$ cat config.mk
export PLATFORM = sky130hd
export DESIGN_NAME = branch_predictor
export DESIGN_NICKNAME = d
export VERILOG_FILES = /design/src/rtl/branch_predictor_pkg.sv /design/src/rtl/branch_predictor_table.sv /design/src/rtl/branch_predictor.sv
export VERILOG_INCLUDE_DIRS = /design/src /design/src/rtl
export SDC_FILE = /design/constraint.sdc
export NUM_CORES = 2
export LEC_CHECK = 0
export ABC_AREA = 1
export CAP_MARGIN = 25
export CORE_MARGIN = 5
export CORE_UTILIZATION = 50
export CTS_CLUSTER_DIAMETER = 200
export DETAILED_ROUTE_END_ITERATION = 10
export PLACE_DENSITY_LB_ADDON = 0.1
export SETUP_SLACK_MARGIN = 0.15
export SYNTH_ARGS = -nofsm -noshare
export SYNTH_HDL_FRONTEND = slang
export SYNTH_SLANG_ARGS = --single-unit
$ cat constraint.sdc
create_clock -name clk_i -period 5.43 [get_ports clk_i]
set_input_delay 1.086 -clock clk_i [delete_from_list [all_inputs] [get_ports clk_i]]
set_output_delay 1.086 -clock clk_i [all_outputs]
set_load 0.03 [all_outputs]
$ cat src/rtl/control_macros.sv
`ifndef CONTROL_MACROS_SV
`define CONTROL_MACROS_SV
// ==========================================================================
// control_macros : branch class encodings and 2-bit counter constants
// Revision       : 1.0
// ==========================================================================
`define BRANCH_NONE   2'b00
`define BRANCH_COND   2'b01
`define BRANCH_JUMP   2'b10

`define CTR_STRONG_NT 2'b00
`define CTR_WEAK_NT   2'b01
`define CTR_WEAK_T    2'b10
`define CTR_STRONG_T  2'b11
`define CTR_RESET     `CTR_WEAK_NT
`endif

$ cat src/rtl/branch_predictor_pkg.sv
`include "control_macros.sv"
`default_nettype none
// ==========================================================================
// branch_predictor_pkg : shared types and counter-update helper
// Revision             : 1.0
// ==========================================================================
package branch_predictor_pkg;

    localparam logic [1:0] c_branch_none = `BRANCH_NONE;
    localparam logic [1:0] c_branch_cond = `BRANCH_COND;
    localparam logic [1:0] c_branch_jump = `BRANCH_JUMP;

    typedef struct packed {
        logic        taken;
        logic [31:0] target;
    } pred_t;

    // Saturating 2-bit update; jumps always force strongly-taken.
    function automatic logic [1:0] f_ctr_next(input logic [1:0] ctr,
                                              input logic       is_jump,
                                              input logic       taken);
        logic [1:0] res;
        res = ctr;
        if (is_jump)
            res = `CTR_STRONG_T;
        else if (taken && ctr != `CTR_STRONG_T)
            res = ctr + 2'd1;
        else if (!taken && ctr != `CTR_STRONG_NT)
            res = ctr - 2'd1;
        return res;
    endfunction

endpackage
`default_nettype wire

$ cat src/rtl/branch_predictor_table.sv
`include "control_macros.sv"
`default_nettype none
// ==========================================================================
// bp_table : direct-mapped BTB + 2-bit counters, async read, sync update
// Revision : 1.0
// ==========================================================================
module bp_table
    import branch_predictor_pkg::*;
#(
    parameter int INDEX_BITS = 6,
    parameter int TAG_BITS   = 8
) (
    input  logic                  clk_i,
    input  logic                  reset_ni,
    input  logic [INDEX_BITS-1:0] i_rd_idx,
    input  logic [TAG_BITS-1:0]   i_rd_tag,
    output logic                  o_rd_hit,
    output logic [1:0]            o_rd_ctr,
    output logic [31:0]           o_rd_target,
    input  logic                  i_upd_en,
    input  logic                  i_upd_jump,
    input  logic                  i_upd_taken,
    input  logic [INDEX_BITS-1:0] i_upd_idx,
    input  logic [TAG_BITS-1:0]   i_upd_tag,
    input  logic [31:0]           i_upd_target
);

    localparam int c_entries = 1 << INDEX_BITS;

    logic [c_entries-1:0] r_valid;
    logic [1:0]           r_ctr    [c_entries];
    logic [TAG_BITS-1:0]  r_tag    [c_entries];
    logic [31:0]          r_target [c_entries];

    always_ff @(posedge clk_i or negedge reset_ni) begin
        if (!reset_ni) begin
            r_valid <= '0;
            for (int i = 0; i < c_entries; i++)
                r_ctr[i] <= `CTR_RESET;
        end else if (i_upd_en) begin
            r_ctr[i_upd_idx] <= f_ctr_next(r_ctr[i_upd_idx], i_upd_jump, i_upd_taken);
            if (i_upd_taken)
                r_valid[i_upd_idx] <= 1'b1;
        end
    end

    // Tag/target storage carries no reset; valid bits gate its use.
    always_ff @(posedge clk_i) begin
        if (i_upd_en && i_upd_taken) begin
            r_tag[i_upd_idx]    <= i_upd_tag;
            r_target[i_upd_idx] <= i_upd_target;
        end
    end

    assign o_rd_hit    = r_valid[i_rd_idx] && (r_tag[i_rd_idx] == i_rd_tag);
    assign o_rd_ctr    = r_ctr[i_rd_idx];
    assign o_rd_target = r_target[i_rd_idx];

endmodule
`default_nettype wire

$ cat src/rtl/branch_predictor.sv
`include "control_macros.sv"
`default_nettype none
// ==========================================================================
// branch_predictor : F-stage prediction, D-stage copy, E-stage resolve/train
// Revision         : 1.0
// ==========================================================================
module branch_predictor
    import branch_predictor_pkg::*;
#(
    parameter int INDEX_BITS = 6,
    parameter int TAG_BITS   = 8
) (
    input  logic        clk_i,
    input  logic        reset_ni,
    input  logic [31:0] pc_f_i,
    input  logic        stall_d_i,
    input  logic        flush_d_i,
    output logic        pc_src_pred_f_o,
    output logic [31:0] pred_pc_target_f_o,
    output logic        pc_src_pred_d_o,
    output logic [31:0] pred_pc_target_d_o,
    input  logic        valid_e_i,
    input  logic [1:0]  branch_op_e_i,
    input  logic        branch_taken_e_i,
    input  logic        pc_src_pred_e_i,
    input  logic        target_match_e_i,
    input  logic [31:0] pc_e_i,
    input  logic [31:0] pc_plus4_e_i,
    input  logic [31:0] pc_target_e_i,
    output logic        mispredict_e_o,
    output logic [31:0] redirect_pc_e_o,
    output logic [31:0] branch_count_o,
    output logic [31:0] mispredict_count_o
);

    localparam int c_tag_lo = INDEX_BITS + 2;
    localparam int c_tag_hi = INDEX_BITS + TAG_BITS + 1;

    logic                  w_hit_f;
    logic [1:0]            w_ctr_f;
    logic [31:0]           w_btb_target_f;
    logic                  w_br_e;
    logic                  w_mispredict_e;
    pred_t                 w_pred_f;
    pred_t                 r_pred_d;
    logic [31:0]           r_branch_count;
    logic [31:0]           r_mispredict_count;
    logic                  w_unused_bits;

    bp_table #(
        .INDEX_BITS (INDEX_BITS),
        .TAG_BITS   (TAG_BITS)
    ) u_table (
        .clk_i        (clk_i),
        .reset_ni     (reset_ni),
        .i_rd_idx     (pc_f_i[INDEX_BITS+1:2]),
        .i_rd_tag     (pc_f_i[c_tag_hi:c_tag_lo]),
        .o_rd_hit     (w_hit_f),
        .o_rd_ctr     (w_ctr_f),
        .o_rd_target  (w_btb_target_f),
        .i_upd_en     (w_br_e),
        .i_upd_jump   (branch_op_e_i == c_branch_jump),
        .i_upd_taken  (branch_taken_e_i),
        .i_upd_idx    (pc_e_i[INDEX_BITS+1:2]),
        .i_upd_tag    (pc_e_i[c_tag_hi:c_tag_lo]),
        .i_upd_target (pc_target_e_i)
    );

    // Outputs are forced to zero while reset is asserted.
    assign w_pred_f.taken  = reset_ni && w_hit_f && w_ctr_f[1];
    assign w_pred_f.target = !reset_ni ? 32'd0 : (w_hit_f ? w_btb_target_f : pc_f_i + 32'd4);

    assign pc_src_pred_f_o    = w_pred_f.taken;
    assign pred_pc_target_f_o = w_pred_f.target;

    always_ff @(posedge clk_i or negedge reset_ni) begin
        if (!reset_ni)
            r_pred_d <= '0;
        else if (flush_d_i)
            r_pred_d <= '0;
        else if (!stall_d_i)
            r_pred_d <= w_pred_f;
    end

    assign pc_src_pred_d_o    = r_pred_d.taken;
    assign pred_pc_target_d_o = r_pred_d.target;

    assign w_br_e         = valid_e_i && (branch_op_e_i != c_branch_none);
    assign w_mispredict_e = w_br_e && ((branch_taken_e_i != pc_src_pred_e_i) ||
                                       (branch_taken_e_i && !target_match_e_i));

    assign mispredict_e_o  = reset_ni && w_mispredict_e;
    assign redirect_pc_e_o = branch_taken_e_i ? pc_target_e_i : pc_plus4_e_i;

    always_ff @(posedge clk_i or negedge reset_ni) begin
        if (!reset_ni) begin
            r_branch_count     <= '0;
            r_mispredict_count <= '0;
        end else begin
            if (w_br_e)
                r_branch_count <= r_branch_count + 32'd1;
            if (w_mispredict_e)
                r_mispredict_count <= r_mispredict_count + 32'd1;
        end
    end

    assign branch_count_o     = r_branch_count;
    assign mispredict_count_o = r_mispredict_count;

    assign w_unused_bits = ^{pc_f_i[1:0], pc_f_i[31:c_tag_hi+1],
                             pc_e_i[1:0], pc_e_i[31:c_tag_hi+1]};

endmodule
`default_nettype wire

Word-level counts from Yosys, hierarchy flattened
Memories as Yosys holds them, arrays and structs flattened. Index checks and enable logic that the tools add are counted.

$add $sub $neg: 5. $lt $le $gt $ge: 6. Eq/ne operators: 5. Mux-type cells: 24. Bitwise gates (word level): 3. Reduce and logical (&&, ||, !) cells: 18.

Operators with widths (count): 128-bit bitwise mux (1); 32-bit two-way mux (3); 33-bit two-way mux (2); 32-bit by 1-bit adder with 32-bit output (second input constant) (2); 64-bit OR (1); 32-bit by 3-bit adder with 32-bit output (second input constant) (1); 2-bit binary-select mux with 6-bit select (2); 2-bit two-way mux (9); 7-bit >= comparator (second input constant) (2); 6-bit by 7-bit less-than comparator with 1-bit output (second input constant) (2); 6-bit NOT with 7-bit output (2); 2-bit demux with 6-bit select (1); 1-bit logical AND (12); 8-bit == test (1); 7-bit by 1-bit less-than comparator with 1-bit output (second input constant) (1); 1-bit binary-select mux with 6-bit select (1); 1-bit demux with 6-bit select (1); 6-bit by 1-bit >= comparator with 1-bit output (second input constant) (1); 1-bit two-way mux (4); 2-bit nonzero test (2); 2-bit by 1-bit adder with 2-bit output (second input constant) (1); 2-bit == test (second input constant) (1); 1-bit logical NOT (2); 2-bit by 1-bit inequality test with 1-bit output (second input constant) (1); other kinds (5) (5).

Flip-flop bits (word level): 289. RAM bits: 2560. Input bits: 138. Output and inout port bits: 163. Logic and storage cells: 132. Memories kept: 2.

Memory list: u_table.r_target (words 64, width 32, read ports 1, clocked after Yosys merged registers in 0, wr ports 1, line branch_predictor_table.sv:33) `logic [31:0] r_target [c_entries];`; u_table.r_tag (words 64, width 8, read ports 1, clocked after Yosys merged registers in 0, wr ports 1, line branch_predictor_table.sv:32) `logic [TAG_BITS-1:0] r_tag [c_entries];`.

Depth between registers and ports, before layout
Depth after elaboration: 11. Gate-level depth with buffers: 25. Gate-level depth less buffers: 22.

Hierarchy
A second synthesis with hierarchy kept.

Cells, all modules: 10288. Area total of the unflattened synthesis: 118038.2 um^2.

Modules (own cells, without submodules): bp_table (instances 1, cells each 9141, area an instance 110860.1 um^2, sequential area each 81758.4 um^2); branch_predictor (instances 1, cells each 1147, area an instance 7178.1 um^2, sequential area each 2427.3 um^2).

Least setup slack after synthesis
OpenSTA, ideal clock, no wires.

Path type: input to register. From: input port pc_e_i[4]. To: memory u_table.r_tag[19][0], enable pin. Setup time: 488 ps. Data arrival time: 4564 ps. Required time: 4942 ps. Path slack: 377 ps. Stages on the path: 5. Path buffers: 2. Cell sequence: buf_2 -> inv_1 -> nand3_2 -> clkbuf_1 -> nor3_1.

RTL lines: start, declared (line branch_predictor.sv:27) `input logic [31:0] pc_e_i,`; end, declared (line branch_predictor_table.sv:32).

Straight into the memory's write port.

Worst setup path in the final report
From: input port pc_f_i[7]. To: output port pred_pc_target_f_o[23].

Cells in the longest elaborated chain, start to end: 5. Elaborated cells between the ends (all ways): 9. Classes of those cells: 1 x add/sub; 1 x eq/ne; 4 x mux; 1 x reduce/logical; 2 x memory.

RTL lines: start, declared (line branch_predictor.sv:15) `input logic [31:0] pc_f_i,`; memory 64 x 8 bit / 1-bit binary-select mux with 6-bit select (equally long branches); 8-bit == test / 1-bit two-way mux (equally long branches) (line branch_predictor_table.sv:55) `assign o_rd_hit = r_valid[i_rd_idx] && (r_tag[i_rd_idx] == i_rd_tag);`; 1-bit logical AND (line branch_predictor_table.sv:55); 32-bit two-way mux (*) (2 in a row) (line branch_predictor.sv:71) `assign w_pred_f.target = !reset_ni ? 32'd0 : (w_hit_f ? w_btb_target_f : pc_f_i + 32'd4);`; end, declared (line branch_predictor.sv:19) `output logic [31:0] pred_pc_target_f_o,`.

Mark *: on every way between the ends. The rest lies on a longest branch, timed or not. The select of a mux whose other input is x is not followed.

==> results.md <==
- Area occupied by multi-input gates: 29470 um2
- Worst-skew pair later-pin latency: 0.96 ns
- Pleak: 50.21 nW
- Initial Util: 0.5012
- Syn-to-layout area delta: 17.02%
- Yosys warns: 0
- Fillers: 18899
- Gr ovfl total: 0
- Place WS: 0.09086 ns
- Die height: 495.1 um
- DRT antenna net count: 0
- CP endpoint: pred_pc_target_f_o[23]
- Setup CP Type: primary input to output pin
- Crit path launch type: primary input
- Worst R2R End: u_table.r_ctr[125]
- Via count: 83095
- Syn Nets: 10061
- CP arrival: 4.21 ns
- R2R Setup Slk: 2.56 ns
- IO Port Bufs: 282
- Largest net degree at the start of global routing: 167
- Htree depth: 5
- Hold Path Origin: pc_e_i[11]
- GRT Util Overall: 0.3158
- Setup Buffers After CTS: 0
- Vias/cell: 6.030
- Mapped Cells: 9918
- Worst path slowest cell: clkdlybuf4s50_1
- CTS Buf Count: 314
- Total die area: 245100 um2
- IO Count: 301
- Gpl congestion: 0.8784
- Fin crit period: 5.296 ns
- Fin. Hold Viols: 0
- Util after Layout: 0.5865
- Max Clk Rate: 188.8 MHz
- Die width: 495.1 um
- Sequential area share after synthesis: 0.7156
- Run status: completed
- Crit path from: pc_f_i[7]
- TritonCTS clock tree: yes
- Dpl hpwl: 220700 um
- Worst Reg2Reg Path Length in Cells: 15
- Residual DRC count: 0
- Peak VDD IR: 0.0003700 V
- First-pass GRT wire length: 557700 um
- Slew @ Worst Pin: 1.073 ns
- Antenna violations before repair: 25
- Post-Synthesis Cell Area: 117600 um2
- Clock-pin slew on the worst setup and hold paths: 0.06 ns
- Critical path data required time: 4.34 ns
- Setup TNS: 0 ns
- HP Class: primary input to flip-flop
- Initial DRT Pass Iterations: 6
- Final setup vio count: 0
- CP cell instances: clkdlybuf4s50_1 -> buf_4 -> inv_2 -> nor2_4 -> buf_4 -> nand2_1 -> nand2_1 -> inv_1 -> nand3_1 -> nand2_1 -> nor2_1 -> nand2_1 -> nor2_4 -> buf_12 -> nand3_1 -> and3_1 -> buf_12
- Post-synthesis average cell area: 11.86 um2
- Max-slew headroom: 0.2845
- Most used cell, CP: nand2_1
- Clk_skew: 0.04880 ns
- PnR worst setup slack: 0.1342 ns
- Fin. max-slew vios: 0
- Maximum fanout along the worst path: 17
- CTS Buffer Depth: 4
- Worst r2r src: u_table.r_ctr[49]
- Final non-filler cell total: 13781
- Critical path's largest stage delay: 0.46 ns
- Avg WL per Cell: 28.73 um
- Number of global-route vias before repair: 77454
- Yosys reg bits: 2849
- # rows: 178
- MaxCap Viol Count: 0
- Nets: 10546
- Unrepaired setup endpoints after global routing: yes
- CTS root buffer: clkbuf_16
- Clk sink count: 2849
- Layout cells sized above 1: 0.1157
- Placed Cells: 13224
- Final Routed Wirelength: 396000 um
- Power Density: 349.2 nW/um2
- Initial DRC count: 11146
- Final worst path period share: 0.9753
- Core area: 234700 um2
- Post-synth cell types: 55
- FF+latch area: 84190 um2
- Crit end category: output pin
==> layout make-up <==
type | instances | share of cell area
repair inverters | 2 | 0.0001636
multi-input cells | 6049 | 0.2140
well taps | 3150 | 0.02863
diodes | 9 | 0.0001636
inverters | 393 | 0.01121
clock inverters | 127 | 0.006071
repair buffers | 794 | 0.06720
clock buffers | 408 | 0.06107
flip-flops and latches | 2849 | 0.6115
==> cells in the final DEF, fill, tap and decap left out, types with 12 or more instances in the layout <==
cell type        count
nand2_1           2891
edfxtp_1          2560
a21oi_1            921
nor2_1             452
nand3_1            429
inv_1              379
clkbuf_16          323
buf_4              319
a22oi_1            245
o21ai_0            231
dfrtp_1            225
buf_12             214
clkdlybuf4s50_1    202
a32o_1             115
o211ai_1           114
clkbuf_1            81
dfstp_2             64
nor2_4              61
nor3_1              60
xor2_1              60
clkinv_1            58
or2_2               58
a32oi_1             53
nand4_1             52
clkinv_2            47
o311ai_0            45
buf_2               42
o22ai_1             33
a221oi_1            29
and3_1              24
xnor2_1             24
a211oi_1            19
o21ai_1             18
o2111ai_1           15
nor3_2              14
nand3_2             12
==> worst min-delay path by stage <==
stage                            to  slack [ns]  cells past startpoint
3_5_place_dp    u_table.r_valid[38]        0.44                      2
6_report       u_table.r_tag[58][3]        0.43                      1
3_3_place_gp    u_table.r_valid[46]        0.44                      2
5_1_grt        u_table.r_tag[56][3]        0.40                      1
4_1_cts         u_table.r_valid[38]        0.45                      2
2_1_floorplan    u_table.r_valid[0]        0.42                      2
==> critical path: cells and delay by family <==
family                 cells  cell delay, ns
buffers and inverters      7            1.43
and+or+nand+nor           10            1.67
==> timing repair <==
item,4_1_cts,5_1_grt
setup endpoints to repair,11,33
hold endpoints to repair,22,0
gates resized for setup,2,24
pin swaps,0,1
hold buffers,1,0
cloned,0,5
==> kinds of logic after synthesis <==
logic type | synth area share
buf+inv | 0.03865
xor+xnor | 0.006253
compound gates | 0.09925
fa+ha+maj | 0.0005318
flops | 0.7156
simple gates | 0.1397
==> per-stage QoR <==
step                      power [mW]  cell area, um2  hold WS [ns]
after floorplan                26.83          117600        0.4244
after global placement         28.72          128000        0.4351
after detailed placement       28.79          128000        0.4412
after CTS                      48.22          137300        0.4540
after global routing           49.54          137700        0.4015
final                          48.07          137700        0.4303
==> state kept, by name (all words and copies together) (netlist names) <==
name / count
branch_count_o: 32
mispredict_count_o: 32
pc_src_pred_d_o: 1
pred_pc_target_d_o: 32
u_table.r_ctr: 128
u_table.r_tag: 512
u_table.r_target: 2048
u_table.r_valid: 64
==> power by group <==
part	total, mW	leakage [nW]	internal (mW)	switching (mW)
clock network	19.6	4.54	11.2	8.41
logic	4.00	19.1	1.30	2.71
registers	24.4	26.5	24.2	0.190
==> synthesized netlist by cell type (all sizes together) <==
library cell	count	area (um2)
a31oi	3	18.77
a32o	115	1151
clkinv	2	7.510
nand3	442	2252
a32oi	53	464.2
o311ai	48	420.4
o21bai	8	60.06
a221o	5	50.05
nand2	2893	10860
or3	1	6.260
o2111ai	15	131.4
dfrtp	225	5630
nand4	52	325.3
edfxtp	2560	76870
nand3b	2	15.01
a22oi	245	1839
o31ai	10	75.07
buf	464	2457
a21oi	924	4624
clkbuf	163	611.8
inv	391	1470
a221oi	29	254.0
or2	59	369.1
nor3	74	400.4
o21ai	250	1251
nor3b	1	12.51
a22o	2	17.52
o21ba	1	10.01
nor2	517	1968
a211oi	19	142.6
o221ai	11	96.34
a21boi	1	7.510
nor4	9	77.57
xor2	60	525.5
xnor2	24	210.2
and3	24	150.1
ha	5	62.56
o22ai	33	206.5
o211ai	114	855.8
dfstp	64	1682
==> layer usage <==
layer  routed length [um]  part of all wire  track usage
met1               158000              0.40       0.4490
met2               179600              0.45       0.4857
met3                41230              0.10      0.05977
met4                17070             0.043       0.1248
met5                   64           0.00016            0
(Power assumes the default switching activity.)
